File: src/rtl/mem_ctrl_pkg.sv
// Shared definitions for the byte-serialising memory controller: FSM states,
// size codes, requester ids and the per-request byte count helper.
package mem_ctrl_pkg;

    localparam logic        RstEnable = 1'b1;
    localparam logic        True_v    = 1'b1;
    localparam logic [31:0] ZeroWord  = 32'h0000_0000;

    localparam logic [1:0] SZ_BYTE = 2'd0;
    localparam logic [1:0] SZ_HALF = 2'd1;
    localparam logic [1:0] SZ_WORD = 2'd2;

    localparam logic REQ_INST = 1'b0;
    localparam logic REQ_DATA = 1'b1;

    typedef enum logic [2:0] {
        StIdle,
        StInstRd,
        StDataRd,
        StDataWr,
        StDone
    } state_e;

    // Fetches are always a full word; size code 3 is treated as a word.
    function automatic logic [2:0] byte_count(input logic is_data, input logic [1:0] size);
        logic [2:0] n;
        n = 3'd4;
        if (is_data) begin
            case (size)
                SZ_BYTE: n = 3'd1;
                SZ_HALF: n = 3'd2;
                default: n = 3'd4;
            endcase
        end
        return n;
    endfunction

endpackage

File: src/rtl/mem_arbiter.sv
// Grant logic between fetch and data requesters. With MEM_CTRL_RR_EN defined a
// 1-bit last-served pointer alternates ties; otherwise data always wins.
module mem_arbiter
    import mem_ctrl_pkg::*;
(
    input  logic i_clk,
    input  logic i_rst,
    input  logic i_rdy,
    input  logic i_inst_req,
    input  logic i_data_req,
    input  logic i_upd,
    input  logic i_served,
    output logic o_grant_vld,
    output logic o_grant_id
);

    assign o_grant_vld = i_inst_req | i_data_req;

`ifdef MEM_CTRL_RR_EN
    logic r_last;

    always_ff @(posedge i_clk) begin
        if (i_rst == RstEnable) begin
            r_last <= REQ_INST;
        end else if (i_rdy && i_upd) begin
            r_last <= i_served;
        end
    end

    // On a tie the port that was not served last wins.
    always_comb begin
        if (i_inst_req && i_data_req) begin
            o_grant_id = (r_last == REQ_DATA) ? REQ_INST : REQ_DATA;
        end else begin
            o_grant_id = i_data_req ? REQ_DATA : REQ_INST;
        end
    end
`else
    logic w_unused;
    assign w_unused   = ^{i_clk, i_rst, i_rdy, i_upd, i_served};
    assign o_grant_id = i_data_req ? REQ_DATA : REQ_INST;
`endif

endmodule

File: src/rtl/mem_ctrl.sv
// Byte-serialising memory controller sharing one byte-wide RAM port between
// fetch and load/store; tie policy selected by MEM_CTRL_RR_EN (see mem_arbiter).
module mem_ctrl
    import mem_ctrl_pkg::*;
#(
    parameter int unsigned ADDR_W = 32
) (
    input  logic              clk,
    input  logic              rst,
    input  logic              rdy,
    input  logic              inst_re,
    input  logic [31:0]       inst_addr,
    output logic [31:0]       inst_data,
    output logic              inst_busy,
    output logic              inst_done,
    input  logic              data_re,
    input  logic              data_we,
    input  logic [31:0]       data_addr,
    input  logic [1:0]        data_size,
    input  logic [31:0]       data_wdata,
    output logic [31:0]       data_rdata,
    output logic              data_busy,
    output logic              data_done,
    input  logic [7:0]        mem_din,
    output logic [7:0]        mem_dout,
    output logic [ADDR_W-1:0] mem_a,
    output logic              mem_wr
);

    state_e      r_state, w_state_nxt;
    logic [2:0]  r_cnt;
    logic [31:0] r_base, r_wdata, r_buf, w_rbuf, w_addr;
    logic [1:0]  r_size, r_cap_lane;
    logic        r_req, r_cap_vld;
    logic        w_data_req, w_grant_vld, w_grant_id, w_grant, w_last, w_in_rd, w_serve;
    logic [2:0]  w_n;

    assign w_data_req = data_re | data_we;
    assign w_n        = byte_count(r_req, r_size);
    assign w_last     = (r_cnt == (w_n - 3'd1));
    assign w_addr     = r_base + {29'b0, r_cnt};
    assign w_in_rd    = (r_state == StInstRd) || (r_state == StDataRd);
    assign w_grant    = (r_state == StIdle) && w_grant_vld;
    assign w_serve    = (r_state == StDone);

    mem_arbiter u_arbiter (
        .i_clk       (clk),
        .i_rst       (rst),
        .i_rdy       (rdy),
        .i_inst_req  (inst_re),
        .i_data_req  (w_data_req),
        .i_upd       (w_serve),
        .i_served    (r_req),
        .o_grant_vld (w_grant_vld),
        .o_grant_id  (w_grant_id)
    );

    always_ff @(posedge clk) begin
        if (rst == RstEnable) begin
            r_state <= StIdle;
        end else if (rdy) begin
            r_state <= w_state_nxt;
        end
    end

    always_comb begin
        w_state_nxt = r_state;
        unique case (r_state)
            StIdle: begin
                if (w_grant_vld) begin
                    if (w_grant_id == REQ_INST) w_state_nxt = StInstRd;
                    else if (data_we)           w_state_nxt = StDataWr;
                    else                        w_state_nxt = StDataRd;
                end
            end
            StInstRd, StDataRd, StDataWr: begin
                if (w_last) w_state_nxt = StDone;
            end
            StDone:  w_state_nxt = StIdle;
            default: w_state_nxt = StIdle;
        endcase
    end

    always_ff @(posedge clk) begin
        if (rst == RstEnable) begin
            r_cnt   <= 3'd0;
            r_base  <= ZeroWord;
            r_size  <= SZ_BYTE;
            r_wdata <= ZeroWord;
            r_req   <= REQ_INST;
        end else if (rdy) begin
            if (w_grant) begin
                r_cnt   <= 3'd0;
                r_req   <= w_grant_id;
                r_wdata <= data_wdata;
                if (w_grant_id == REQ_INST) begin
                    r_base <= inst_addr;
                    r_size <= SZ_WORD;
                end else begin
                    r_base <= data_addr;
                    r_size <= data_size;
                end
            end else if ((w_in_rd || r_state == StDataWr) && !w_last) begin
                r_cnt <= r_cnt + 3'd1;
            end
        end
    end

    // RAM answers one cycle after an issued beat even while rdy is low, so the
    // capture pipeline runs independently of rdy.
    always_ff @(posedge clk) begin
        if (rst == RstEnable) begin
            r_buf      <= ZeroWord;
            r_cap_vld  <= 1'b0;
            r_cap_lane <= 2'd0;
        end else begin
            r_cap_vld  <= w_in_rd && rdy;
            r_cap_lane <= r_cnt[1:0];
            if (rdy && w_grant)  r_buf <= ZeroWord;
            else if (r_cap_vld)  r_buf <= w_rbuf;
        end
    end

    // Last lane arrives during DONE, so merge it in combinationally.
    always_comb begin
        w_rbuf = r_buf;
        if (r_cap_vld) w_rbuf[{r_cap_lane, 3'b000} +: 8] = mem_din;
    end

    always_comb begin
        inst_done  = 1'b0;
        data_done  = 1'b0;
        inst_data  = ZeroWord;
        data_rdata = ZeroWord;
        mem_wr     = 1'b0;
        mem_dout   = 8'h00;
        mem_a      = '0;
        if (w_serve && r_req == REQ_INST) inst_data  = w_rbuf;
        if (w_serve && r_req == REQ_DATA) data_rdata = w_rbuf;
        if (w_serve && rdy) begin
            inst_done = (r_req == REQ_INST);
            data_done = (r_req == REQ_DATA);
        end
        if (w_in_rd || r_state == StDataWr) mem_a = w_addr[ADDR_W-1:0];
        if (r_state == StDataWr && rdy) begin
            mem_wr   = True_v;
            mem_dout = r_wdata[{r_cnt[1:0], 3'b000} +: 8];
        end
        inst_busy = inst_re && !(w_serve && r_req == REQ_INST);
        data_busy = w_data_req && !(w_serve && r_req == REQ_DATA);
    end

endmodule

File: config.mk
export PLATFORM = sky130hd
export DESIGN_NAME = mem_ctrl
export DESIGN_NICKNAME = d
export VERILOG_FILES = /design/src/rtl/mem_ctrl_pkg.sv /design/src/rtl/mem_arbiter.sv /design/src/rtl/mem_ctrl.sv
export SDC_FILE = /design/constraint.sdc
export NUM_CORES = 1
export LEC_CHECK = 0
export CAP_MARGIN = 20
export CORE_MARGIN = 1
export CORE_UTILIZATION = 45
export CTS_BUF_LIST = sky130_fd_sc_hd__clkbuf_8 sky130_fd_sc_hd__clkbuf_16
export DETAILED_ROUTE_END_ITERATION = 8
export HOLD_SLACK_MARGIN = 0.12
export PLACE_DENSITY = 0.8
export SLEW_MARGIN = 20
export SYNTH_ARGS = -nofsm -noshare
export SYNTH_HDL_FRONTEND = slang
export SYNTH_SLANG_ARGS = --single-unit
File: constraint.sdc
create_clock -name clk -period 3.6 [get_ports clk]
set_clock_uncertainty 0.05 [all_clocks]
set_input_delay 0.72 -clock clk [delete_from_list [all_inputs] [get_ports clk]]
set_output_delay 0.72 -clock clk [all_outputs]
set_load 0.03 [all_outputs]
==> flow_summary.json <==
{
  "finalNonFillerCells": 1097,
  "hold_viol": 0,
  "final_cell_mix": "178 x clkdlybuf4s50_1, 153 x nor2_1, 108 x dfxtp_1",
  "ant_nets": 0,
  "async_flop_share_pct": 0,
  "row_count": 41,
  "fin_ws_ps": 99.9,
  "initial_core_util_pct": 46.2,
  "antenna_found_initial": 0,
  "synthCells": 720,
  "reg2reg_slack_ps": 1380,
  "rr_startpoint": "r_req",
  "critical_path_required_ps": 2830,
  "core_area_sq_um": 12600,
  "peakVddDrop_mv": 0.254,
  "grt_use_total_pct": 24.2,
  "grt_first_pass_wirelength_um": 25500,
  "io_pins": 221,
  "ys_seq_area_share_pct": 37.3,
  "drt-total-wl_um": 16300,
  "outcome": "complete, no violations",
  "fin_crit_sh_pct": 97.2,
  "maxCapViolations": 0,
  "nFillCells": 1055,
  "place_congestion": 0.819,
  "critPathCaptureType": "primary output",
  "synth_edf_count": 0,
  "min_path_type": "reg2reg",
  "crit_slowest_cell": "clkdlybuf4s50_1",
  "vias_per_cell": 5.37,
  "grt_remaining_overflow": 0,
  "worstHoldPathCells": 2,
  "drive_above_1_share_pct": 9.30,
  "worstPathCellList": "inv_1, ha_1, nor4b_2, buf_4, a22oi_1, nor2_1, clkdlybuf4s50_1",
  "drcViolationCount": 0,
  "syn_to_final_growth_pct": 46.6,
  "worstRegToRegCells": 7,
  "synth_top_cell_area_share_pct": 37.3,
  "vias": 5896,
  "cp.arrival_ps": 2730,
  "reg2reg_to": "r_state[2]",
  "fin_setup_tns_ps": 0,
  "cts_tree": "done",
  "fp.dieArea_sq_um": 13300,
  "synth_top_cell_by_area": "dfxtp_1",
  "pwr_density_cell_nw_per_um2": 357,
  "n_antenna_cell": 0,
  "cts_sinks": 108,
  "placed_area_sq_um": 8110,
  "cts-root-buf": "clkbuf_16",
  "synth-seq-cells": 108,
  "hp-start": "r_wdata[17]",
  "grt_pass1_vias": 5232,
  "hpwl_um": 12000,
  "postLayoutCellArea_sq_um": 8500,
  "die_h_um": 116,
  "grt_max_degree": 46,
  "slew_headroom_pct": 42.0,
  "nNetsFinal": 1043,
  "holdPathEnd": "r_wdata[17]",
  "pre_cts_slack_ps": 316,
  "finalSetupViolations": 0,
  "power_leakage_nw": 3.40,
  "synth_area_leaders": "dfxtp_1 37%, nor2_1 10%, mux2i_1 5.9%",
  "dp.cells": 1079,
  "critPathMaxStageDelay_ps": 690,
  "htreeDepth": 3,
  "path_clk_slew_ps": 70,
  "port_buffers": 220,
  "clk_latency_ps": 330,
  "routedWlPerCell_um": 14.9,
  "synthesis.nets": 843,
  "yosys_warnings": 0,
  "synth_area_sq_um": 5800,
  "ys_types": 56,
  "cts_buffers": 9,
  "dr.pass1.iters": 5,
  "rsz0062_at_grt": "true",
  "final_common_cell": "clkdlybuf4s50_1",
  "die_w_um": 116,
  "worst-path-max-fanout": 8,
  "synthFlopType": "dfxtp_1",
  "critPathKind": "reg2out",
  "worstMarginPinSlew_ps": 870,
  "timing.fmax_mhz": 286,
  "drv_slew": 0,
  "clock_path_buffers": 2,
  "start_kind": "register",
  "avgSynthCellArea_sq_um": 8.06,
  "drt-initial-drc-count": 354,
  "min_period_ps": 3500
}
-- through the flow --
step	utilization (%)	total power, mW	hold WS, ps
2_1_floorplan	-	1.75	383
3_3_place_gp	64.5	2.01	390
3_5_place_dp	64.5	2.02	396
4_1_cts	67.0	3.06	406
5_1_grt	67.7	3.18	422
6_report	67.7	3.04	407
-- cells by family (layout without fill, tap and decap cells) --
logic type | after synthesis | in the layout | share of synthesized area (%)
buffers and inverters | 64 | 269 | 4.96
muxes | 43 | 43 | 9.17
xor gates and xnor gates | 16 | 16 | 2.42
and+or+nand+nor | 317 | 317 | 24.9
adders and majority gates | 11 | 11 | 2.50
DFF | 108 | 108 | 37.3
AOI/OAI and AO/OA | 161 | 161 | 18.8
-- what timing repair did --
| item | in CTS | in global routing |
|---|---|---|
| pin swaps | 0 | 1 |
| setup buffers | 0 | 2 |
| resized for setup | 7 | 23 |
| hold buffers | 0 | 0 |
| endpoints found under the setup margin | 10 | 34 |
-- routing by layer --
layer,vias up,part of all wire (%),wire length (um),global-route usage [%]
met4,0,2.0,326,8.57
li1,2958,-,-,-
met1,2724,43,7090,30.9
met3,24,5.2,848,3.29
met2,190,49,8060,41.8
met5,-,0,0,0
-- power breakdown --
group | internal, mW | switching (mW)
clock | 0.608 | 0.435
combinational | 0.309 | 0.332
sequential | 1.28 | 0.0780
total | 2.19 | 0.845
-- critical path, delay by kind of cell, from the launching register on --
kind                       cells  cell delay, ps
buffers and inverters          3            1010
DFF                            1             470
and+or+nand+nor                2             430
adders and majority gates      1             380
AOI/OAI and AO/OA              1             100
-- flip-flops by register name, summed over array words and instances (netlist names) --
signal / flops
r_base: 32
r_buf: 32
r_cap_lane: 2
r_cap_vld: 1
r_cnt: 3
r_req: 1
r_size: 2
r_state: 3
r_wdata: 32
-- worst max path at each step --
stage                        from       endpoint  slack [ps]  depth (start not counted)
CTS                 r_cap_lane[0]  inst_data[26]          -9                          7
detailed placement            rdy    mem_dout[2]         320                          4
finish              r_cap_lane[0]   inst_data[5]         100                          7
global route        r_cap_lane[0]  data_rdata[7]         -20                          7
global placement              rdy    mem_dout[4]         370                          4
floorplan                r_cnt[1]      mem_a[28]         260                          9
-- final cells by class --
class                      instances  area, sq um  share of cell area, %
multi-input combinational        548         3400                   40.0
tap                              172          215                   2.53
clock inverter                     7         90.1                   1.06
inverter                          11         41.3                  0.486
sequential                       108         2160                   25.4
clock buffer                       9          225                   2.65
timing repair buffer             242         2370                   27.9
-- synth_stat cells (all sizes together), types with 2 or more instances --
master,count
or3,4
mux2i,34
a211oi,34
inv,11
ha,10
a311oi,2
nor2b,12
o2111ai,2
o31ai,11
nand3b,3
o211ai,2
dfxtp,108
or4,11
a21oi,53
mux4,8
nand4b,2
clkbuf,23
a22oi,33
a31oi,6
nor2,154
o21ai,7
and2,5
a41o,4
buf,30
nand3,9
nand4,6
xnor2,8
and3,6
and4,5
xor2,8
nand2,90
nand2b,3
nor4b,3
No activity file was read; power rests on OpenSTA's default activity.
